==> src/rtl/tx_port_arbiter_if.sv <==
// tx_port_arbiter_if: requester, transmitter and status signals shared by the arbiter and its environment
interface tx_port_arbiter_if #(
  parameter int NREQ = 4,
  parameter int DW   = 55
);
  logic [NREQ-1:0]    Req_Valid;
  logic [NREQ*DW-1:0] Req_Data;
  logic [NREQ-1:0]    Req_Ack;
  logic [NREQ-1:0]    Grant;
  logic [DW-1:0]      TX_Data;
  logic               TX_Data_Valid;
  logic               TX_Ready;
  logic               Busy;
  logic               Timeout_Err;
  modport master (
    output Req_Valid, Req_Data, TX_Ready,
    input  Req_Ack, Grant, TX_Data, TX_Data_Valid, Busy, Timeout_Err
  );
  modport slave (
    input  Req_Valid, Req_Data, TX_Ready,
    output Req_Ack, Grant, TX_Data, TX_Data_Valid, Busy, Timeout_Err
  );
endinterface

==> src/rtl/tx_port_arbiter.sv <==
// tx_port_arbiter: round-robin sharing of one serial transmitter among NREQ requesters
module tx_port_arbiter #(
  parameter int NREQ    = 4,
  parameter int DW      = 55,
  parameter int TIMEOUT = 8
) (
  input logic              Clk_S,
  input logic              Rst_n,
  tx_port_arbiter_if.slave bus
);
  localparam int LW = (NREQ > 1) ? $clog2(NREQ) : 1;
  localparam int CW = (TIMEOUT > 1) ? $clog2(TIMEOUT) : 1;
  typedef enum logic [1:0] {ARB, SEND, DRAIN} state_t;
  state_t          state_q, state_d;
  logic [LW-1:0]   last_q, last_d, win_q, win_d, pick, cand;
  logic [CW-1:0]   count_q, count_d;
  logic [NREQ-1:0] grant_q, grant_d, ack_q, ack_d;
  logic [DW-1:0]   data_q, data_d;
  logic            valid_q, valid_d, busy_q, busy_d, terr_q, terr_d;
  assign bus.Req_Ack       = ack_q;
  assign bus.Grant         = grant_q;
  assign bus.TX_Data       = data_q;
  assign bus.TX_Data_Valid = valid_q;
  assign bus.Busy          = busy_q;
  assign bus.Timeout_Err   = terr_q;
  // first pending requester after the last winner, wrapping; scanning downward lets the nearest one win
  always_comb begin
    pick = '0;
    cand = '0;
    for (int k = NREQ; k >= 1; k--) begin
      cand = LW'((int'(last_q) + k) % NREQ);
      if (bus.Req_Valid[cand]) pick = cand;
    end
  end
  // ARB -> SEND -> DRAIN sequencing against the transmitter's ready/transmit/reset cycle
  always_comb begin
    state_d = state_q;
    last_d  = last_q;
    win_d   = win_q;
    count_d = count_q;
    grant_d = grant_q;
    data_d  = data_q;
    valid_d = valid_q;
    ack_d   = '0;
    terr_d  = 1'b0;
    case (state_q)
      ARB: if (|bus.Req_Valid && bus.TX_Ready) begin
        data_d  = bus.Req_Data[int'(pick)*DW +: DW];
        grant_d = NREQ'(1) << pick;
        win_d   = pick;
        valid_d = 1'b1;
        count_d = '0;
        state_d = SEND;
      end
      SEND: if (!bus.TX_Ready) begin
        ack_d   = grant_q;
        valid_d = 1'b0;
        last_d  = win_q;
        state_d = DRAIN;
      end else if (count_q == CW'(TIMEOUT - 1)) begin
        valid_d = 1'b0;
        grant_d = '0;
        terr_d  = 1'b1;
        state_d = ARB;
      end else begin
        count_d = count_q + 1'b1;
      end
      DRAIN: if (bus.TX_Ready) begin
        grant_d = '0;
        state_d = ARB;
      end
      default: state_d = ARB;
    endcase
    busy_d = state_d != ARB;
  end
  // state and all outputs registered; reset aborts any transfer without acking
  always_ff @(posedge Clk_S or negedge Rst_n) begin
    if (!Rst_n) begin
      state_q <= ARB;
      last_q  <= LW'(NREQ - 1);
      win_q   <= '0;
      count_q <= '0;
      grant_q <= '0;
      data_q  <= '0;
      valid_q <= 1'b0;
      ack_q   <= '0;
      busy_q  <= 1'b0;
      terr_q  <= 1'b0;
    end else begin
      state_q <= state_d;
      last_q  <= last_d;
      win_q   <= win_d;
      count_q <= count_d;
      grant_q <= grant_d;
      data_q  <= data_d;
      valid_q <= valid_d;
      ack_q   <= ack_d;
      busy_q  <= busy_d;
      terr_q  <= terr_d;
    end
  end
endmodule

==> src/flat_wrapper.sv <==
// flat-port wrapper written by rule: the top's interface ports become plain ports
module tx_port_arbiter_flat 
#(
  parameter int NREQ    = 4,
  parameter int DW      = 55,
  parameter int TIMEOUT = 8
)
  (Clk_S, Rst_n, bus_Req_Valid, bus_Req_Data, bus_TX_Ready, bus_Req_Ack, bus_Grant, bus_TX_Data, bus_TX_Data_Valid, bus_Busy, bus_Timeout_Err);
  tx_port_arbiter_if #(.NREQ(NREQ), .DW(DW)) bus_i ();
  input logic Clk_S;
  input logic Rst_n;
  input wire logic [$bits(bus_i.Req_Valid)-1:0] bus_Req_Valid;
  input wire logic [$bits(bus_i.Req_Data)-1:0] bus_Req_Data;
  input wire logic [$bits(bus_i.TX_Ready)-1:0] bus_TX_Ready;
  output wire logic [$bits(bus_i.Req_Ack)-1:0] bus_Req_Ack;
  output wire logic [$bits(bus_i.Grant)-1:0] bus_Grant;
  output wire logic [$bits(bus_i.TX_Data)-1:0] bus_TX_Data;
  output wire logic [$bits(bus_i.TX_Data_Valid)-1:0] bus_TX_Data_Valid;
  output wire logic [$bits(bus_i.Busy)-1:0] bus_Busy;
  output wire logic [$bits(bus_i.Timeout_Err)-1:0] bus_Timeout_Err;
  assign bus_i.Req_Valid = bus_Req_Valid;
  assign bus_i.Req_Data = bus_Req_Data;
  assign bus_i.TX_Ready = bus_TX_Ready;
  assign bus_Req_Ack = bus_i.Req_Ack;
  assign bus_Grant = bus_i.Grant;
  assign bus_TX_Data = bus_i.TX_Data;
  assign bus_TX_Data_Valid = bus_i.TX_Data_Valid;
  assign bus_Busy = bus_i.Busy;
  assign bus_Timeout_Err = bus_i.Timeout_Err;
  tx_port_arbiter #(.NREQ(NREQ), .DW(DW), .TIMEOUT(TIMEOUT)) u_core (.Clk_S(Clk_S), .Rst_n(Rst_n), .bus(bus_i));
endmodule
==> config.mk <==
export PLATFORM = sky130hd
export DESIGN_NAME = tx_port_arbiter_flat
export DESIGN_NICKNAME = d
export VERILOG_FILES = /design/src/rtl/tx_port_arbiter_if.sv /design/src/rtl/tx_port_arbiter.sv /design/src/flat_wrapper.sv
export SDC_FILE = /design/constraint.sdc
export NUM_CORES = 1
export LEC_CHECK = 0
export CELL_PAD_IN_SITES_DETAIL_PLACEMENT = 0
export CELL_PAD_IN_SITES_GLOBAL_PLACEMENT = 1
export CORE_ASPECT_RATIO = 0.7
export CORE_MARGIN = 2
export CORE_UTILIZATION = 24
export DETAILED_ROUTE_END_ITERATION = 12
export PLACE_DENSITY = 0.86
export SETUP_SLACK_MARGIN = 0.5
export SLEW_MARGIN = 10
export SYNTH_ARGS = -nofsm -noshare
export SYNTH_HDL_FRONTEND = slang
export SYNTH_SLANG_ARGS = --single-unit
export TNS_END_PERCENT = 100
==> constraint.sdc <==
create_clock -name Clk_S -period 1.72 [get_ports Clk_S]
set_input_delay 0.344 -clock Clk_S [delete_from_list [all_inputs] [get_ports Clk_S]]
set_output_delay 0.344 -clock Clk_S [all_outputs]
set_load 0.005 [all_outputs]
**After elaboration in Yosys (flattened, before gate mapping)**

Index checks and enable logic that the tools add are counted.

- Add/sub/neg operators: 5
- $lt $le $gt $ge: 4
- Div/mod/pow operators: 0
- Multipliers: 1
- Bitwise gates (word level): 1
- Reductions and logical operators: 11
- Multiplexer cells: 34
- Shift operators: 2
- Equal/unequal tests: 8

Operators by type and width:

| operator | number |
|---|---|
| indexed part select 220 x 32 -> 55 bit | 1 |
| two-way mux 4 bit | 5 |
| two-way mux 2 bit | 8 |
| < comparator 2 x 3 -> 1 bit (second input constant) | 4 |
| one-hot mux 4 bit (3 select lines) | 1 |
| two-way mux 1 bit | 10 |
| two-way mux 3 bit | 3 |
| binary-select mux 1 bit (select 2 bit) | 4 |
| multiplier 2 x 6 -> 8 bit (second input constant) | 1 |
| AND reduction 4 bit | 2 |
| one-hot mux 2 bit (3 select lines) | 1 |
| one-hot mux 3 bit (2 select lines) | 1 |
| adder 2 x 1 -> 2 bit (second input constant) | 2 |
| adder 2 bit (second input constant) | 2 |
| inequality test 2 x 1 -> 1 bit (second input constant) | 2 |
| inequality test 2 bit (second input constant) | 2 |
| AND reduction 2 bit | 2 |
| nonzero test 2 bit | 2 |
| OR reduction 4 bit | 1 |
| left shift 1 x 2 -> 4 bit (first input constant) | 1 |
| adder 3 x 1 -> 3 bit (second input constant) | 1 |
| == test 3 bit (second input constant) | 1 |
| inequality test 3 x 2 -> 1 bit (second input constant) | 1 |
| AND reduction 3 bit | 1 |
| 7 further kinds | 7 |

- Bits in writable memories: 0
- Logic and storage cells: 76
- Bits in latches: 0
- Output and inout bits: 66
- ROM bits: 0
- Register bits after elaboration: 75
- Memories kept: 0

**Logic depth before layout (Yosys ltp)**

Gate-level depths: netlist (run 1).

- Depth in word-level cells: 10
- Gate-level depth with buffers: 9
- Mapped depth without buffers: 7

**Least setup slack after synthesis (run 1)**

Ideal clock, no wire load.

- Path type: register to register
- Start: register u_core.last_q[1]
- End: register u_core.data_q[39], in the netlist u_core.bus.TX_Data[39]
- Data arrival time: 1.639 ns
- Setup slack: -0.048 ns
- Cell stages (with the launch flop): 9
- Path buffers: 3
- Library setup time: 0.129 ns
- Cells stage by stage: dfstp_2 > buf_4 > o22ai_1 > a21oi_1 > nor2_1 > buf_2 > clkbuf_4 > a221oi_2 > o22ai_2

- Word-level cells in the longest chain between the ends: 9

Ends and longest elaborated chain:

| item | RTL line | text |
|---|---|---|
| from (decl) | tx_port_arbiter.sv:15 | `logic [LW-1:0] last_q, last_d, win_q, win_d, pick, cand;` |
| from (signal assigned) | tx_port_arbiter.sv:80 | `last_q <= LW'(NREQ - 1);` |
| from (signal assigned) | tx_port_arbiter.sv:91 | `last_q <= last_d;` |
| adder 2 x 1 -> 2 bit | tx_port_arbiter.sv:31 | `cand = LW'((int'(last_q) + k) % NREQ);` |
| binary-select mux 1 bit (select 2 bit) | tx_port_arbiter.sv:32 | `if (bus.Req_Valid[cand]) pick = cand;` |
| two-way mux 1 bit (not written as such) | tx_port_arbiter.sv:32 |  |
| two-way mux 2 bit (3 in a row) | tx_port_arbiter.sv:32 |  |
| two-way mux 2 bit (*) | tx_port_arbiter.sv:32 |  |
| multiplier 2 x 6 -> 8 bit (*) | tx_port_arbiter.sv:48 | `data_d = bus.Req_Data[int'(pick)*DW +: DW];` |
| indexed part select 220 x 32 -> 55 bit (*) | tx_port_arbiter.sv:48 |  |
| to (signal assigned) | tx_port_arbiter.sv:95 | `data_q <= data_d;` |
| to (decl) | tx_port_arbiter.sv:18 | `logic [DW-1:0] data_q, data_d;` |

Every way passes the cells marked *; elsewhere a longest branch is shown, timed or not. The select of a mux whose other input is x is not followed.
A chain may end at the register's enable or synchronous reset.

**Final worst setup path (run 1)**

- Start: register u_core.last_q[0]
- End: register u_core.data_q[39], in the netlist u_core.bus.TX_Data[39]

The elaborated chain is that of the path after synthesis.

==> impl_results.rst, run 1 <==
.. list-table::
   :header-rows: 1

   * - Metric
     - Value
   * - Run status
     - finished, violations left
   * - Violated checks
     - hold timing, setup timing
   * - Non-Filler Instances
     - 1,194
   * - Synth Cell Area
     - about 4800 sq um
   * - Share of layout cells above drive strength 1
     - between 40% and 50%
   * - Placed cells
     - about 1,100
   * - Insertion delay to the later sink of the worst-skew pair
     - ~0.34 ns
   * - DRC violation total after the first TritonRoute iteration
     - between 400 and 500
   * - Buffer and inverter count on the worst path
     - 4
   * - Fin crit period
     - between 1.5 and 2 ns
   * - Final Core Density
     - between 50% and 60%
   * - Post-layout instance area
     - 10,300 sq um
   * - Endpoint arrival time on the critical path
     - 2.15 ns
   * - Area share of the largest cell type after synthesis
     - between 30% and 40%
   * - Element type at the critical path start
     - register
   * - CP cell instances
     - buf_6 -> nand2b_4 -> a21oi_4 -> nor3_4 -> buf_12 -> buf_4 -> buf_16 -> mux2i_2 -> o22ai_2
   * - Post-synthesis area per instance
     - a little under 10 sq um
   * - Die height
     - approximately 120 microns
   * - Final number of setup-violating endpoints
     - 59
   * - Setup Total Neg Slack
     - -9.14 ns
   * - Initial standard-cell utilization of the core
     - between 20 and 25%
   * - Number of nets with antenna violations after detailed routing
     - 0
   * - VDD IR-drop max
     - just under 0.0008 V
   * - Post-Place Worst Slack
     - -0.816 ns
   * - Class of the tightest hold or removal check
     - in2async
   * - Overall power of the completed layout
     - ~16 mW
   * - Leakage power figure
     - 4.31 nW
   * - Core footprint
     - ~20,000 sq um
   * - Number of DRC violations after detailed routing
     - 0
   * - Top_reg_cell synth
     - dfrtp_1
   * - Setup skew after layout
     - ~0.0076 ns
   * - Final-report hold violation count
     - 3
   * - Root Driver
     - clkbuf_16
   * - Max incr delay on CP
     - about 0.58 ns
   * - Global placer's final weighted congestion
     - 0.857
   * - Mapped Nets
     - between 700 and 800
   * - Syn. warnings
     - 0
   * - Count of cell types in the netlist
     - 46
   * - Kind of critical path
     - reg2reg
   * - Share of synthesized registers carrying an async set or reset
     - 100%
   * - Routed vias/inst
     - between 4 and 5
   * - Total Die Area
     - between 20,000 and 25,000 sq um
   * - Setup crit end kind
     - register
   * - Port Buffers
     - a little under 300
   * - Clk slew on worst S/H paths
     - roughly 0.060 ns
   * - Slowest CP cell
     - dfstp_2
   * - Filler cell count in the final layout
     - 1,696
   * - Top cells by area in the synthesized netlist
     - dfrtp_1 38%, mux2i_1 12%, a221oi_1 7.9%
   * - Number of antenna violations at the first check in global routing
     - 1
   * - Max_cap viols
     - 0
   * - Placement Cell Area
     - about 8600 sq um
   * - Number of global-route vias before repair
     - roughly 5,800
   * - Sequential cell area
     - approximately 1900 sq um
   * - Cell Pwr Density
     - 1520 nW/um^2
   * - Die Wd
     - about 170 microns
   * - Cell accounting for the most synthesized area
     - dfrtp_1
   * - Setup WS post-layout
     - -0.221 ns
   * - Number of instances in the synthesized netlist
     - 493
   * - Number of optimization iterations in the first detailed-route pass
     - 5
   * - Register area share after synthesis
     - about two fifths
   * - Via count
     - between 5,000 and 6,000
   * - First-pass GRT wire length
     - 34,600 microns
   * - Hold_ws
     - -0.00824 ns
   * - Count of pins over their slew limit
     - 0
   * - Area of the multi-input gates
     - 3310 sq um
   * - Critical Path RT
     - 1.93 ns
   * - Clock tree from TritonCTS
     - built
   * - Max clock buf depth
     - 2
   * - FMAX
     - a little over 500 MHz
   * - TritonCTS Sinks
     - between 70 and 80
   * - Unrepaired setup endpoints after global routing
     - true
   * - Post-synth EDFFs
     - 0
   * - Number of cell rows
     - 43
   * - Maximum fanout along the worst path
     - 8
   * - Critical path origin
     - u_core.last_q[0]
   * - Ant. Diodes
     - 0
   * - Transition time at the pin with the least slew margin
     - 0.466 ns
   * - Post-layout net count
     - between 1,000 and 1,500
   * - Number of I/O pins
     - just under 300
   * - Detail Placement HPWL
     - 14,700 microns
   * - Combined global-route utilization of all metal layers
     - 21.4%
   * - Pin count of the biggest net entering global routing
     - 76
   * - Final period utilization
     - 113%
   * - Global-route congestion overflow total
     - 0
   * - Number of storage elements in the synthesis netlist
     - 75
   * - Synthesis-to-layout area growth
     - 116%
   * - Kind of cell adding the most delay to the critical path
     - flip-flops
   * - Startpoint of the worst-slack reg-to-reg timing path
     - u_core.last_q[0]
   * - Post-detailed-routing wire length
     - 23,800 microns
   * - WL per Instance
     - 20.0 microns
   * - Total clock buffers created by CTS
     - 9
   * - Headroom to the max-slew limit
     - 69.0%
   * - H-tree level count
     - 3
==> flip-flops by register name (all words and copies together) (netlist names) <==
signal                    cells
u_core.bus.Busy               1
u_core.last_q                 2
u_core.bus.Grant              4
u_core.bus.Timeout_Err        1
u_core.bus.TX_Data           55
u_core.count_q                3
u_core.bus.TX_Data_Valid      1
u_core.win_q                  2
u_core.state_q                2
u_core.bus.Req_Ack            4
==> cell usage after synthesis, types with 2 or more instances <==
master	instances
dfrtp_1	73
nor2_1	63
o21ai_0	62
mux2i_1	55
o22ai_1	54
a221oi_1	43
clkbuf_1	19
a221oi_2	14
buf_2	12
inv_1	9
nand2_1	9
a21oi_1	7
ha_1	7
buf_4	6
a22o_1	4
and2_1	4
buf_12	4
buf_6	4
nand2b_1	4
nand3_1	3
nor2b_1	3
o21ai_1	3
o311ai_0	3
a31oi_1	2
dfstp_2	2
nor3_1	2
o22ai_2	2
or2_2	2
==> kinds of logic after synthesis <==
group / count (synthesis) / synth area share [%]
compound gates: 200 / 30.5
fa+ha+maj: 7 / 1.83
buf+inv: 58 / 7.44
flops: 75 / 39.3
mux: 56 / 11.8
simple gates: 97 / 9.11
==> what timing repair did <==
action	4_1_cts	5_1_grt
hold buffers	0	0
setup buffers	73	31
gates resized for setup	374	56
pin swaps	30	19
endpoints found under the setup margin	140	128
cloned	10	4
==> cell usage in the layout (no fill, tap or decap), types with 12 or more instances in the layout <==
cell	n
nor2_1	58
o21ai_0	51
buf_6	33
buf_2	64
mux2i_1	43
buf_4	110
clkbuf_16	12
a221oi_1	13
o22ai_1	51
a221oi_2	37
buf_12	19
dfrtp_1	73
clkdlybuf4s50_1	220
==> report_power, final <==
part	internal (mW)	leakage (nW)	switching, mW	total [mW]
Sequential	2.56	0.847	0.493	3.05
Combinational	6.03	3.33	4.84	10.9
Clock	1.05	0.137	0.757	1.81
Total	9.64	4.31	6.09	15.7
==> routing by layer <==
metal / global-route usage [%] / vias up / wire length, microns / share of wire [%]
li1: - / 2774 / - / -
met1: 29.0 / 2865 / 11000 / 46
met2: 33.8 / 233 / 11000 / 46
met3: 6.34 / 20 / 1580 / 6.6
met4: 4.59 / 2 / 244 / 1.0
met5: 0 / - / 13 / 0.055
==> layout make-up <==
cell class,instances,area share [%]
flip-flops and latches,75,18.2
well taps,270,3.27
multi-input cells,361,32.1
inverters,10,0.364
clock inverters,2,0.0969
repair buffers,462,43.4
clock buffers,14,2.56
==> final timing paths <==
| path | endpoint | slack [ns] | depth (start not counted) |
|---|---|---|---|
| worst min-delay path | u_core.bus.Timeout_Err | -0.008 | 2 |
| worst max-delay path | u_core.bus.TX_Data[39] | -0.22 | 9 |
| worst max register to register | u_core.bus.TX_Data[39] | -0.22 | 9 |
| worst min register to register | u_core.last_q[1] | 0.49 | 2 |
| min in group Clk_S | u_core.last_q[1] | 0.49 | 2 |
| max in group asynchronous | u_core.bus.TX_Data[19] | 1.33 | 2 |
(Power assumes the default switching activity.)
==> inputs of run 2 (changes only) <==
==> constraint.sdc (replaced) <==
create_clock -name Clk_S -period 1.72 [get_ports Clk_S]
set_input_delay 0.43 -clock Clk_S [delete_from_list [all_inputs] [get_ports Clk_S]]
set_output_delay 0.43 -clock Clk_S [all_outputs]
set_load 0.005 [all_outputs]
==> impl_results.rst, run 2 (same netlist as run 1, synthesis figures left out) <==
.. list-table::
   :header-rows: 1

   * - Metric
     - Value
   * - Synthesis-to-layout area growth
     - 116%
   * - Number of flip-flops in the largest register
     - between 50 and 60
   * - TritonCTS Sinks
     - 75
   * - Filler cell count in the final layout
     - approximately 1,700
   * - Critical Path RT
     - around 1.9 ns
   * - Setup crit end kind
     - register
   * - Routed vias/inst
     - ~4.9
   * - Max_cap viols
     - 0
   * - Class of the tightest hold or removal check
     - in2async
   * - Number of global-route vias before repair
     - 5,716
   * - Setup Total Neg Slack
     - -3.57 ns
   * - Clock tree from TritonCTS
     - built
   * - Global-route congestion overflow total
     - 0
   * - Detail Placement HPWL
     - around 15,000 microns
   * - Number of nets with antenna violations after detailed routing
     - 0
   * - WL per Instance
     - approximately 19 microns
   * - Final-report hold violation count
     - 0
   * - Commonest non-fill, non-tap cell in the layout
     - clkdlybuf4s50_1
   * - Top library cells by usage in the layout, fill and taps aside
     - 220 x clkdlybuf4s50_1, 97 x buf_4, 73 x dfrtp_1
   * - Die height
     - 122 microns
   * - Leakage power figure
     - 4.27 nW
   * - Total Die Area
     - roughly 21,000 sq um
   * - Number of optimization iterations in the first detailed-route pass
     - 6
   * - Initial standard-cell utilization of the core
     - 24.3%
   * - Insertion delay to the later sink of the worst-skew pair
     - roughly 0.34 ns
   * - Setup skew after layout
     - between 0.008 and 0.009 ns
   * - Clk slew on worst S/H paths
     - about 0.06 ns
   * - Setup WS post-layout
     - -0.128 ns
   * - Pin count of the biggest net entering global routing
     - 76
   * - First-pass GRT wire length
     - 33,700 microns
   * - Headroom to the max-slew limit
     - between 60 and 70%
   * - Final period utilization
     - 107%
   * - Final Core Density
     - 52.5%
   * - Total clock buffers created by CTS
     - 9
   * - H-tree level count
     - 3
   * - Number of cell rows
     - 43
   * - Kind of cell adding the most delay to the critical path
     - flip-flops
   * - Hold buffer count at CTS
     - 0
   * - Share of layout cells above drive strength 1
     - between 40 and 50%
   * - FMAX
     - 541 MHz
   * - Max incr delay on CP
     - approximately 0.57 ns
   * - Maximum fanout along the worst path
     - 7
   * - Slowest CP cell
     - dfstp_2
   * - Root Driver
     - clkbuf_16
   * - Element type at the critical path start
     - register
   * - Number of antenna violations at the first check in global routing
     - 0
   * - Transition time at the pin with the least slew margin
     - around 0.49 ns
   * - Number of DRC violations after detailed routing
     - 0
   * - Endpoint arrival time on the critical path
     - 2.06 ns
   * - Buffer and inverter count on the worst path
     - 2
   * - Sequential cell area
     - between 1500 and 2000 sq um
   * - Port Buffers
     - between 200 and 300
   * - Global placer's final weighted congestion
     - approximately 0.8
   * - Violated checks
     - setup timing
   * - DRC violation total after the first TritonRoute iteration
     - ~400
   * - Area of the multi-input gates
     - 3380 sq um
   * - Die Wd
     - between 150 and 200 microns
   * - Kind of critical path
     - reg2reg
   * - Unrepaired setup endpoints after global routing
     - true
   * - Core footprint
     - slightly below 20,000 sq um
   * - CP cell instances
     - nand2b_4 -> a21oi_2 -> nor3_4 -> buf_6 -> buf_12 -> mux2i_4 -> o22ai_1
   * - Post-detailed-routing wire length
     - between 20,000 and 25,000 microns
   * - Run status
     - finished, violations left
   * - Post-layout net count
     - roughly 1,100
   * - Number of I/O pins
     - between 200 and 300
   * - Count of pins over their slew limit
     - 0
   * - Max clock buf depth
     - 2
   * - Final number of setup-violating endpoints
     - 55
   * - Cell Pwr Density
     - roughly 1500 nW/um^2
   * - VDD IR-drop max
     - between 0.0007 and 0.0008 V
   * - Fin crit period
     - 1.85 ns
   * - Combined global-route utilization of all metal layers
     - approximately 21%
   * - Via count
     - between 5,000 and 6,000
==> run 2: repair_timing <==
| item | in CTS | in global routing |
|---|---|---|
| setup endpoints to repair | 140 | 141 |
| cloned | 8 | 2 |
| buffers inserted | 57 | 28 |
| gates resized for setup | 382 | 65 |
| pin swaps | 22 | 24 |
==> run 2: metrics by stage <==
step / cells / power, mW / worst slack [ns] / area (sq um) / hold slack (ns)
finish: 1180 / 15.6 / -0.128 / 10300 / 0.0890
global placement: 1068 / 10.7 / -0.712 / 8560 / 0.470
detailed placement: 1068 / 10.8 / -0.737 / 8560 / 0.476
floorplan: 493 / 7.25 / 0.0207 / 5040 / 0.134
CTS: 1149 / 14.6 / -0.146 / 9640 / 0.123
global route: 1179 / 16.6 / -0.205 / 10300 / 0.136
==> run 2: final timing paths <==
kind | startpoint | end | slack [ns] | cells past startpoint
max | u_core.last_q[0] | u_core.bus.TX_Data[17] | -0.13 | 7
min in group Clk_S | u_core.win_q[0] | u_core.win_q[0] | 0.52 | 2
min | Rst_n | u_core.bus.Busy | 0.09 | 2
max in group asynchronous | Rst_n | u_core.bus.TX_Data[22] | 1.22 | 2
max reg2reg | u_core.last_q[0] | u_core.bus.TX_Data[17] | -0.13 | 7
min reg2reg | u_core.win_q[0] | u_core.win_q[0] | 0.52 | 2
==> run 2: power breakdown <==
part / internal (mW) / switching [mW]
clock: 1.31 / 0.791
sequential: 2.56 / 0.509
combinational: 5.80 / 4.66
==> run 2: cell type report <==
type,count,share of cell area (%)
antenna,1,0.0243
clock buffer,11,2.36
clock inverter,5,0.753
inverter,10,0.413
multi-input combinational,360,32.8
sequential,75,18.2
tap,270,3.28
timing repair buffer,448,42.2
==> run 2: layer usage <==
layer | global-route usage [%] | vias to the layer above | part of all wire, %
li1 | - | 2737 | -
met1 | 28.0 | 2824 | 46
met2 | 32.8 | 248 | 46
met3 | 5.52 | 25 | 6.7
met4 | 5.34 | 0 | 1.3
met5 | 0 | - | 0
==> inputs of run 3 (changes only) <==
Settings changed: SLEW_MARGIN 10 to 20.
==> results of run 3 <==
Same layout as run 2: the final DEF is identical, and so are final timing and power.
==> RTL change (config.mk and constraints of run 3) <==
Take the reset off `data_q` and load it in a clocked block of its own.
--- a/src/rtl/tx_port_arbiter.sv
+++ b/src/rtl/tx_port_arbiter.sv
@@ -82,5 +82,4 @@
       count_q <= '0;
       grant_q <= '0;
-      data_q  <= '0;
       valid_q <= 1'b0;
       ack_q   <= '0;
@@ -93,5 +92,4 @@
       count_q <= count_d;
       grant_q <= grant_d;
-      data_q  <= data_d;
       valid_q <= valid_d;
       ack_q   <= ack_d;
@@ -100,4 +98,8 @@
     end
   end
+
+  always_ff @(posedge Clk_S) begin
+    data_q <= data_d;
+  end
 endmodule
 
Check against the original RTL: not equivalent (Yosys sat finds a counterexample within 4 cycles, from zero or initial values and one cycle with Rst_n low).
==> RTL change against run 3 <==
- the flow still finishes with violations (setup timing)
- synthesized area down 2.2%
- power is 18% lower
- cell area fell by 7.8%
- setup slack worse by 0.13 ns
- first-iteration DRC count fell by 54%
- wire length fell by 20%
- sequential cell count unchanged
- cell count shrank 16%
==> RTL change: results (changes against run 3) <==
EDFF count, synth=55 (+55); sw power=4.095 mW (-31%); cell family with most CP delay=buffers and inverters; clk buf depth=2 (unchanged); largest net degree at the start of global routing=21 (-72%); cell count after placement=922 (-14%); post-synth net total=576 (-21%); GP Congestion=0.8128 (-0.25%); leak pwr=4.070 nW (-4.7%); Post-Route Setup TNS=-12.05 ns (-8.479 ns); slowest stage delay, CP=0.38 ns (-0.19 ns); Synth Instances=342 (-31%); r2r setup slk=-0.26 ns (-0.13 ns); vias in the first global route=4,671 (-18%); status=finished, violations left; share of layout cells above drive strength 1=0.3456 (-0.06581); failing checks=setup timing; Slew HR=0.7163 (+0.04020); kind of critical path=reg2reg; HPWL after DPL=12,460 um (-16%); skew final=0.005719 ns (-0.002831 ns); max reg flops=55 (unchanged); DR vias=4,451 (-24%); drt pass-1 iters=4 (-2); final setup violating endpoints=58 (+5.5%); pre-CTS setup slack=-0.9157 ns (-0.1789 ns); dominant cells by area after synthesis=edfxtp_1 35%, mux2i_1 35%, dfrtp_1 9.6%, buf_12 3.4%, ha_1 1.9%; Slowest-stage cell, CP=dfstp_2; clock latency on the worst-skew pair=0.34 ns (about the same); final worst slack=-0.2611 ns (-0.1329 ns); sequential share of the synthesized area=0.4612 (+0.06777); synth cell count leaders=165 x mux2i_1, 55 x edfxtp_1, 18 x dfrtp_1, 9 x nand3_1, 8 x buf_12; Reg2Reg Capture Point=u_core.bus.TX_Data[20]; DR WL/cell=18.47 um (-5.1%); drt total wl=18,400 um (-20%); antenna diode count=0 (-1); Final Net Count=962 (-15%); CTS Root Cell=clkbuf_16; filler instances=1,693 (-1.2%); Initial DRC Count=182 (-54%); initial antenna violation count=0 (unchanged); Worst Path Arrival=2.06 ns (about the same); total track usage=0.1653 (-0.04163); peak fanout along the critical path=4 (-3); first-pass GRT wire length=25,390 um (-25%); H-tree depth=3 (unchanged); Peak VDD IR=0.0004699 V (-35%); r2r worst-path depth=9 (+2); top_reg_cell synth=edfxtp_1; Hold/Removal Path Class=in2async; Synth async-reset ratio=0.2667 (-0.7333); library cells used by synthesis=45 (-2.2%); CTS buffer count=9 (unchanged)
RTL change: cell count changes after synthesis, sizes merged, moves of 5 or more:
cell,run 3,this run
nor2,63,3
clkbuf,21,3
a21oi,7,2
dfrtp,73,18
o21ai,65,6
buf,27,16
mux2i,55,165
edfxtp,0,55
a221oi,57,0
o22ai,56,0
nand3,3,9
RTL change: worst register-to-register path, delay by kind of cell, from the launching register on:
family | cells | cell delay [ns]
compound gates | 1 | 0.21
simple gates | 1 | 0.14
flops | 1 | 0.38
buf+inv | 5 | 0.66
mux | 2 | 0.33
RTL change: timing repair:
item                       4_1_cts  5_1_grt
hold buffers                     0        0
gates resized for setup        154      204
setup endpoints to repair      196      196
setup buffers                   20       20
gates cloned                    11        8
pin swaps                        3       17
RTL change: power by group through the flow:
stage | clock network [mW] | registers [mW] | logic [mW]
final | 2.00 | 2.97 | 7.84
after global routing | 2.13 | 3.02 | 8.31
after CTS | 2.05 | 2.97 | 7.10
after detailed placement | 0 | 3.01 | 5.52
after global placement | 0 | 2.98 | 5.36
after floorplan | 0 | 3.05 | 3.23
RTL change: area by class of cell:
type	count	area share
multi-input cells	239	0.2694
clock buffers	9	0.02371
inverters	6	0.002766
well taps	264	0.03478
clock inverters	6	0.008563
repair buffers	397	0.4339
flip-flops and latches	75	0.2268
RTL change: through the flow:
step / cell area (um2) / hold WS (ns)
finish: 9498 / 0.4373
global route: 9498 / 0.4522
CTS: 9106 / 0.4355
detailed placement: 8152 / 0.4820
global placement: 8152 / 0.4582
floorplan: 4770 / 0.1344
RTL change: logic make-up after synthesis:
kind of cell / after synthesis / synth area share
DFF: 75 / 0.4612
AOI/OAI and AO/OA: 26 / 0.04714
muxes: 167 / 0.3583
adders and majority gates: 7 / 0.01875
buffers and inverters: 28 / 0.06749
and+or+nand+nor: 39 / 0.04713
RTL change: worst min-delay path by stage:
| stage | from | to | depth (start not counted) |
|---|---|---|---|
| after detailed placement | u_core.win_q[0] | u_core.win_q[0] | 2 |
| final | Rst_n | u_core.bus.Req_Ack[3] | 2 |
| after floorplan | Rst_n | u_core.bus.Busy | 0 |
| after global routing | Rst_n | u_core.bus.Req_Ack[3] | 2 |
| after global placement | u_core.win_q[1] | u_core.win_q[1] | 2 |
| after CTS | Rst_n | u_core.bus.Timeout_Err | 2 |
RTL change: layer usage:
layer / wire, um / vias up / track usage
met5: 0 / - / 0
met4: 275 / 0 / 0.04434
met3: 1571 / 17 / 0.05074
met2: 9356 / 209 / 0.2950
met1: 7192 / 2135 / 0.1915
li1: - / 2090 / -
